**config.mk**
```make
export PLATFORM = sky130hd
export DESIGN_NAME = goomba_sprite_fetch
export DESIGN_NICKNAME = d
export VERILOG_FILES = /design/src/rtl/goomba_sprite_fetch.sv
export SDC_FILE = /design/constraint.sdc
export NUM_CORES = 1
export LEC_CHECK = 0
export ABC_AREA = 1
export BUFFER_PORTS_ARGS = -buffer_cell sky130_fd_sc_hd__clkbuf_2
export CORE_ASPECT_RATIO = 0.75
export CORE_MARGIN = 1.5
export CORE_UTILIZATION = 30
export CTS_CLUSTER_SIZE = 12
export DETAILED_ROUTE_END_ITERATION = 10
export MAX_ROUTING_LAYER = met4
export SLEW_MARGIN = 20
export SYNTH_ARGS = -nofsm -noshare
export SYNTH_HDL_FRONTEND = slang
export SYNTH_SLANG_ARGS = --single-unit
```
**constraint.sdc**
```tcl
create_clock -name Clk -period 1.7 [get_ports Clk]
set_clock_uncertainty 0.05 [all_clocks]
set_input_delay 0 -clock Clk [delete_from_list [all_inputs] [get_ports Clk]]
set_output_delay 0 -clock Clk [all_outputs]
set_load 0.03 [all_outputs]
```
**src/rtl/goomba_sprite_fetch.sv**
```systemverilog
// goomba_sprite_fetch: maps the VGA beam onto the goomba bounding box and drives
// the shared walk-frame ROM address. It registers the returned color and runs
// the walk / squash / gone life cycle.
// Optional build macro GOOMBA_MIRROR_EN adds a face_left input. When face_left
// is sampled high on a frame_tick, the sprite is drawn horizontally mirrored.
module goomba_sprite_fetch #(
  parameter int          SPR_W         = 20,
  parameter int          SPR_H         = 22,
  parameter int          ANIM_FRAMES   = 8,
  parameter int          SQUASH_FRAMES = 30,
  parameter logic [11:0] TRANSP_KEY    = 12'h808
) (
  input  logic        Clk,
  input  logic        Reset_n,
  input  logic        frame_tick,
  input  logic        pix_en,
  input  logic [9:0]  draw_x,
  input  logic [9:0]  draw_y,
  input  logic [9:0]  goomba_x,
  input  logic [9:0]  goomba_y,
  input  logic        active,
  input  logic        stomp,
`ifdef GOOMBA_MIRROR_EN
  input  logic        face_left,
`endif
  input  logic [11:0] walk1_color,
  input  logic [11:0] walk2_color,
  output logic [8:0]  rom_addr,
  output logic        frame_sel,
  output logic [11:0] pix_color,
  output logic        pix_valid,
  output logic        squashed,
  output logic        done
);

  localparam logic [1:0] IDLE   = 2'd0;
  localparam logic [1:0] WALK   = 2'd1;
  localparam logic [1:0] SQUASH = 2'd2;
  localparam logic [1:0] GONE   = 2'd3;

  localparam int ANIM_CW = (ANIM_FRAMES > 1) ? $clog2(ANIM_FRAMES) : 1;
  localparam int SQ_CW   = (SQUASH_FRAMES > 1) ? $clog2(SQUASH_FRAMES) : 1;

  logic [1:0]         state;
  logic [ANIM_CW-1:0] anim_cnt;
  logic [SQ_CW-1:0]   sq_cnt;
  logic               frame_sel_r;
  logic               mirror;

  logic [10:0] col;
  logic [10:0] row;
  logic        in_box;
  logic        visible;
  logic        row_ok;

  logic [8:0]  rom_addr_p0;
  logic        vld_p0;
  logic        frame_sel_p0;
  logic [11:0] color_p1;
  logic        vld_p1;
  logic [11:0] rom_color;

  // Linear ROM address for a sprite pixel. The column is optionally reflected
  // so the same ROM image serves both facing directions.
  function automatic logic [8:0] sprite_addr(input logic [8:0] r,
                                             input logic [8:0] c,
                                             input logic       mir);
    logic [8:0] c_eff;
    c_eff = mir ? (9'(SPR_W - 1) - c) : c;
    return r * 9'(SPR_W) + c_eff;
  endfunction

  // Life-cycle FSM plus the walk-animation and squash counters; active=0 overrides everything
  always_ff @(posedge Clk or negedge Reset_n) begin
    if (!Reset_n) begin
      state       <= IDLE;
      anim_cnt    <= '0;
      sq_cnt      <= '0;
      frame_sel_r <= 1'b0;
    end else if (!active) begin
      state       <= IDLE;
      anim_cnt    <= '0;
      sq_cnt      <= '0;
      frame_sel_r <= 1'b0;
    end else begin
      case (state)
        IDLE: begin
          state       <= WALK;
          anim_cnt    <= '0;
          sq_cnt      <= '0;
          frame_sel_r <= 1'b0;
        end
        WALK: begin
          if (stomp) begin
            // A stomp beats a coincident frame_tick: the animation restarts from frame 0
            state       <= SQUASH;
            anim_cnt    <= '0;
            sq_cnt      <= '0;
            frame_sel_r <= 1'b0;
          end else if (frame_tick) begin
            if (anim_cnt == ANIM_CW'(ANIM_FRAMES - 1)) begin
              anim_cnt    <= '0;
              frame_sel_r <= ~frame_sel_r;
            end else begin
              anim_cnt <= anim_cnt + 1'b1;
            end
          end
        end
        SQUASH: begin
          frame_sel_r <= 1'b0;
          if (frame_tick) begin
            if (sq_cnt == SQ_CW'(SQUASH_FRAMES - 1)) begin
              state  <= GONE;
              sq_cnt <= '0;
            end else begin
              sq_cnt <= sq_cnt + 1'b1;
            end
          end
        end
        GONE: begin
          frame_sel_r <= 1'b0;
        end
        default: begin
          state       <= IDLE;
          frame_sel_r <= 1'b0;
        end
      endcase
    end
  end

`ifdef GOOMBA_MIRROR_EN
  // Facing direction only changes at frame boundaries so a frame is never torn
  always_ff @(posedge Clk or negedge Reset_n) begin
    if (!Reset_n) begin
      mirror <= 1'b0;
    end else if (frame_tick) begin
      mirror <= face_left;
    end
  end
`else
  assign mirror = 1'b0;
`endif

  // Box test in 11-bit math so a beam left of / above the sprite never wraps into the box
  always_comb begin
    col     = {1'b0, draw_x} - {1'b0, goomba_x};
    row     = {1'b0, draw_y} - {1'b0, goomba_y};
    in_box  = (draw_x >= goomba_x) && (col < 11'(SPR_W)) &&
              (draw_y >= goomba_y) && (row < 11'(SPR_H));
    visible = (state == WALK) || (state == SQUASH);
    row_ok  = (state != SQUASH) || (row >= 11'(SPR_H / 2));
  end

  // ---- stage 0: ROM address and hit qualification ----
  // Register the ROM address together with the hit flag and frame select that belong to it
  always_ff @(posedge Clk or negedge Reset_n) begin
    if (!Reset_n) begin
      rom_addr_p0  <= '0;
      vld_p0       <= 1'b0;
      frame_sel_p0 <= 1'b0;
    end else begin
      rom_addr_p0  <= in_box ? sprite_addr(row[8:0], col[8:0], mirror) : 9'd0;
      vld_p0       <= in_box & pix_en & visible & row_ok;
      frame_sel_p0 <= frame_sel_r;
    end
  end

  assign rom_color = frame_sel_p0 ? walk2_color : walk1_color;

  // ---- stage 1: ROM data capture and transparency keying ----
  // Register the selected ROM color; the key color suppresses the valid flag
  always_ff @(posedge Clk or negedge Reset_n) begin
    if (!Reset_n) begin
      color_p1 <= '0;
      vld_p1   <= 1'b0;
    end else begin
      color_p1 <= rom_color;
      vld_p1   <= vld_p0 & (rom_color != TRANSP_KEY);
    end
  end

  assign rom_addr  = rom_addr_p0;
  assign frame_sel = frame_sel_r;
  assign pix_color = color_p1;
  assign pix_valid = vld_p1;
  assign squashed  = (state == SQUASH);
  assign done      = (state == GONE);

endmodule

```
### Word-level counts from Yosys, hierarchy flattened

Index checks and enable logic that the tools add are counted.

* bits in registers: 35
* bits in latches: 0
* bits in writable memories: 0
* ROM bits: 0
* bits of input ports: 70
* output and inout bits: 25
* memories kept: 0

* $add $sub $neg: 5
* multiply operators: 1
* divide/modulo/power cells: 0
* order comparisons: 5
* equal/unequal tests: 14
* shift-type cells: 0
* mux-type cells: 22
* bitwise logic cells: 5
* reductions and logical operators: 11

Operators by type and width (number)
* < comparator 11 x 5 -> 1 bit (second input constant): 2
* subtractor 10 x 10 -> 11 bit: 2
* >= comparator 10 bit: 2
* 2-to-1 mux 5 bit: 4
* one-hot mux 5 bit (3 select lines): 1
* 2-to-1 mux 12 bit: 1
* 2-to-1 mux 3 bit: 4
* != test 12 bit (second input constant): 1
* >= comparator 11 x 4 -> 1 bit (second input constant): 1
* adder 9 bit: 1
* multiplier 9 x 3 -> 7 bit (second input constant): 1
* 2-to-1 mux 9 bit: 1
* 2-to-1 mux 2 bit: 4
* != test 4 bit (second input constant): 2
* != test 3 bit (second input constant): 2
* one-hot mux 2 bit (3 select lines): 1
* one-hot mux 3 bit (2 select lines): 1
* adder 5 x 1 -> 5 bit (second input constant): 1
* equality test 5 bit (second input constant): 1
* bitwise AND 1 bit: 4
* equality test 2 bit (second input constant): 2
* 2-to-1 mux 1 bit: 4
* != test 4 x 1 -> 1 bit (second input constant): 1
* AND reduction 2 bit: 2
* 14 further kinds: 17

### Longest topological paths before layout

* word-level depth: 8
* depth in mapped cells: 22

### Worst setup path before layout

No wires, ideal clock.

* path type: input to register
* from: input port draw_y[0]
* to: register rom_addr_p0[8] (netlist: rom_addr[8])
* setup time: 73 ps
* arrival: 2782 ps
* required time: 1577 ps
* setup slack: -1205 ps
* stages: 21
* path buffers: 0
* cells stage by stage: inv_1 -> ha_1 -> inv_1 -> fa_1 -> nand2_1 -> nand3_2 -> nand3b_1 -> nand2_1 -> ha_1 -> inv_1 -> fa_1 -> inv_1 -> ha_1 -> a21oi_1 -> nor2_1 -> nor2_1 -> nand3b_1 -> nand2_1 -> nand2_1 -> nand2_1 -> nor2_1

* longest elaborated chain between the ends: 4
* elaborated cells between the ends (all ways): 8

RTL lines
* from (decl): RTL line 18 `input logic [9:0] draw_y,`
* subtractor 10 x 10 -> 11 bit or >= comparator 10 bit (tied branches): RTL line 147, 149
* multiplier 9 x 3 -> 7 bit, or another cell as far along: RTL line 70 `return r * 9'(SPR_W) + c_eff;`
* adder 9 bit or logical AND 1 bit (tied branches): RTL line 70, 149
* 2-to-1 mux 9 bit *: RTL line 162 `rom_addr_p0 <= in_box ? sprite_addr(row[8:0], col[8:0], mirror) : 9'd0;`
* to (signal assigned): RTL line 162
* to (decl): RTL line 56 `logic [8:0] rom_addr_p0;`

Every way passes the cells marked *; elsewhere a longest branch is shown, timed or not.
A chain may end at the register's enable or synchronous reset.

### Worst setup path in the final report

Same ends and word-level chain as after synthesis.

==> results.md <==
- Met1 Usage GRT: 0.197
- Yosys top cell by area: dfrtp_1
- Setup WS post-layout: -0.982 ns
- Number of nets in the layout: slightly below 800
- CTS tree: yes
- DR DRC count: 0
- Critical path's largest stage delay: around 0.53 ns
- CTS H-tree lvls: 2
- VDD IR-drop max: around 0.42 mV
- Main area contributors after synthesis: dfrtp_1, ha_1, nand2_1
- Syn nets: about 560
- Share of power burned in registers: 0.205
- Register-to-Register Path Depth: 11
- Worst EP required: 1.85 ns
- Pre-CTS setup slack: -1.32 ns
- Share of cells above drive strength 1: 0.400
- Comb power frac: 0.628
- Avg Inst Size Synth: 7.06 um2
- Post-route ant nets: 0
- Largest net degree at the start of global routing: 26
- Final Max Slew Viols: 0
- Clk_lat worst skew: between 0.2 and 0.3 ns
- Area grow syn2layout: 70.8%
- Number of global-route vias before repair: roughly 3400
- Crit path capture: rom_addr[8]$_DFF_PN0_
- CP Launch Point: draw_y[0]
- LEAKAGE: between 2 and 3 nW
- Worst-path clk slew: around 0.050 ns
- Drt wl/cell: around 11 um
- Clock root buffer: clkbuf_16
- Fin cells: around 800
- Mapped Area: 3130 um2
- Final min period: around 2.7 ns
- Top cell type's share of synthesized area: 0.280
- CP startpoint kind: input port
- Met2 Resource Use GR: 0.294
- Endpoints failing setup: 10
- Switch Pwr: about 1.9 mW
- Placed Cells: 748
- Gr busiest metal: met2
- DIE AREA: roughly 11000 um2
- Failing checks: negative setup slack
- Placeable Area: a little over 10000 um2
- Cts bufs inserted: 5
- RSZ-0062 raised after global routing: yes
- ANT cells: 0
- Net Sw Frac: 0.381
- Via count of the routed design: ~3500
- Yosys reg bits: 35
- Hold Fails Final Rpt: 0
- Detailed Route WL: between 8000 and 9000 um
- DRT Pass-1 Iters: 4
- DP Area: 4550 um2
- CP cell instances: clkbuf_16 > inv_12 > ha_4 > inv_4 > fa_2 > nand2_2 > nand3_2 > nand3b_1 > nand2_2 > ha_4 > inv_2 > fa_2 > inv_2 > ha_4 > a21oi_2 > nor2_1 > nor2_1 > nand3b_1 > nand2_1 > nand2_1 > nand2_1 > nor2_1
- Die W: between 100 and 150 um
- Least-Margin Pin Slew: 0.603 ns
- Initial antenna violation count: 0
- Reg2reg end: sq_cnt[4]$_DFFE_PN0P_
- R2r setup slk: 0.04 ns
- Gr usage total: 0.162
- CP max FO: 3
- FF-to-FF Start: state[1]$_DFFE_PN0P_
- CP max stage cell: fa_2
- Drt via density: ~4.3
- Crit Path Class: in -> reg
- Int Power: between 3 and 4 mW
- Chip height: 91.4 um
- Sequential-to-total area share from yosys stat: 0.280
- Clock sink total: 35
- 1st-iter DRT viols: between 80 and 90
- HP Class: in -> reg
- Outcome: complete, but fails checks
- Cells after Synth: about 440
- Synth warn: 0
- Fin area: 5340 um2
- Top-level port count: between 90 and 100
- Met3 usage: 0.0214
- Clock group share of total power: 0.167
- Maxcap violations: 0
- Final core occ: 0.523
- PortBufs: 94
- RePlAce Congestion: approximately 0.83
- CP endpoint kind: flip-flop
- Grt ovf: 0
- Period utilisation layout: 1.58
- Max Freq: roughly 370 MHz
- Synth cell types: 35
- Rows: 32
- First-pass GRT wire length: between 10000 and 15000 um
- Longest Clk Path Bufs: 2
- Dpl hpwl: about 6700 um
- Worst slew margin: 0.598
- Power density cells: between 900 and 1000 nW/um2
- Starting Density: 0.306
- WP data arrival: ~2.8 ns
## critical path, delay by kind of cell
family          cells  cell delay [ns]
buf+inv             5             0.28
fa+ha+maj           5             1.48
compound gates      1             0.11
simple gates       11             0.96
## flip-flops by register name, indices dropped and copies added, names as in the netlist
register / cells
sq_cnt: 5
rom_addr: 9
vld_p0: 1
anim_cnt: 3
frame_sel_p0: 1
pix_valid: 1
frame_sel: 1
pix_color: 12
state: 2
## cell families (layout without fill, tap and decap cells)
kind of cell | Yosys count | after routing | synth area share
mux | 4 | 4 | 0.0128
simple gates | 214 | 215 | 0.297
flops | 35 | 35 | 0.280
compound gates | 40 | 40 | 0.0744
fa+ha+maj | 46 | 46 | 0.194
buf+inv | 94 | 317 | 0.114
xor+xnor | 10 | 10 | 0.0280
## worst min path at each step
| stage | from | end | slack (ns) | depth (start not counted) |
|---|---|---|---|---|
| 2_1_floorplan | Reset_n | anim_cnt[0]$_DFFE_PN0P_ | -0.35 | 0 |
| 3_3_place_gp | Reset_n | anim_cnt[2]$_DFFE_PN0P_ | -0.02 | 1 |
| 3_5_place_dp | Reset_n | anim_cnt[2]$_DFFE_PN0P_ | -0.02 | 1 |
| 4_1_cts | active | state[0]$_DFFE_PN0P_ | 0.02 | 3 |
| 5_1_grt | walk1_color[4] | pix_valid$_DFF_PN0_ | 0.06 | 5 |
| 6_report | active | state[0]$_DFFE_PN0P_ | 0.02 | 3 |
## cells in the mapped netlist (all sizes together)
master	number
nand4	9
or2	3
fa	4
buf	2
o22ai	2
nor3b	1
nand2	114
a21oi	19
nor4	1
ha	42
o21a	2
dfrtp	35
and2	2
a21o	1
nor3	3
nor2	43
o41ai	1
inv	92
xor2	3
o21ai	11
o2111ai	1
mux2i	4
nand3b	5
xnor2	7
a41oi	1
o31ai	1
a31oi	1
nand3	33
## power by group through the flow
stage / logic, mW / clock network, mW / registers, mW
floorplan: 1.45 / 0 / 1.17
global placement: 2.50 / 0 / 1.03
detailed placement: 2.55 / 0 / 1.03
CTS: 2.89 / 0.860 / 1.02
global route: 3.49 / 0.899 / 1.04
finish: 3.15 / 0.838 / 1.03
## layout make-up
cell class,instances,area (um2)
Fill cell,965,4870
Sequential cell,35,876
Tap cell,136,170
Multi-Input combinational cell,315,2260
Timing Repair Buffer,217,1530
Clock buffer,7,133
Inverter,92,375
Clock inverter,1,5.00
## metal layers
layer,vias to the layer above,share of wire
li1,1844,-
met1,1540,0.47
met2,87,0.48
met3,5,0.048
met4,0,0.0039
met5,-,0
## cell usage in the layout, fill, tap and decap left out, types with 3 or more instances in the layout
cell           netlist  final
nor2_4               0      7
nand3_2              1      3
mux2i_1              4      4
dlygate4sd3_1        0     25
buf_4                1     87
inv_1               92     80
o21ai_1              1      5
clkbuf_16            0      6
xor2_1               3      3
a21oi_1             17     13
nand3b_1             5      5
nand2_2              0      5
buf_6                0     10
nand3_1             31     29
nor2_2               1      4
inv_2                0      8
dfrtp_1             35     35
clkbuf_2             0     93
nand2_1            114    109
fa_2                 0      4
ha_1                42     27
ha_4                 0     13
nor2_1              42     32
a21oi_2              2      4
o21ai_0             10      6
xnor2_1              7      5
nand4_1              9      9
## timing repair
| item | CTS | global route |
|---|---|---|
| endpoints found under the hold margin | 37 | 0 |
| resized for setup | 26 | 33 |
| hold buffers | 25 | 0 |
| gates cloned | 1 | 0 |
| setup endpoints to repair | 14 | 17 |
| pin swaps | 20 | 18 |
| buffers inserted | 13 | 14 |
## stage by stage
step | hold WS, ns | power [mW] | setup TNS [ns]
4_1_cts | 0.0193 | 4.77 | -8.10
3_5_place_dp | -0.0207 | 3.58 | -7.49
5_1_grt | 0.0642 | 5.43 | -9.80
6_report | 0.0241 | 5.01 | -8.21
3_3_place_gp | -0.0194 | 3.53 | -7.04
2_1_floorplan | -0.346 | 2.62 | -2.60
Note: power is estimated with default switching activity, not from simulation.
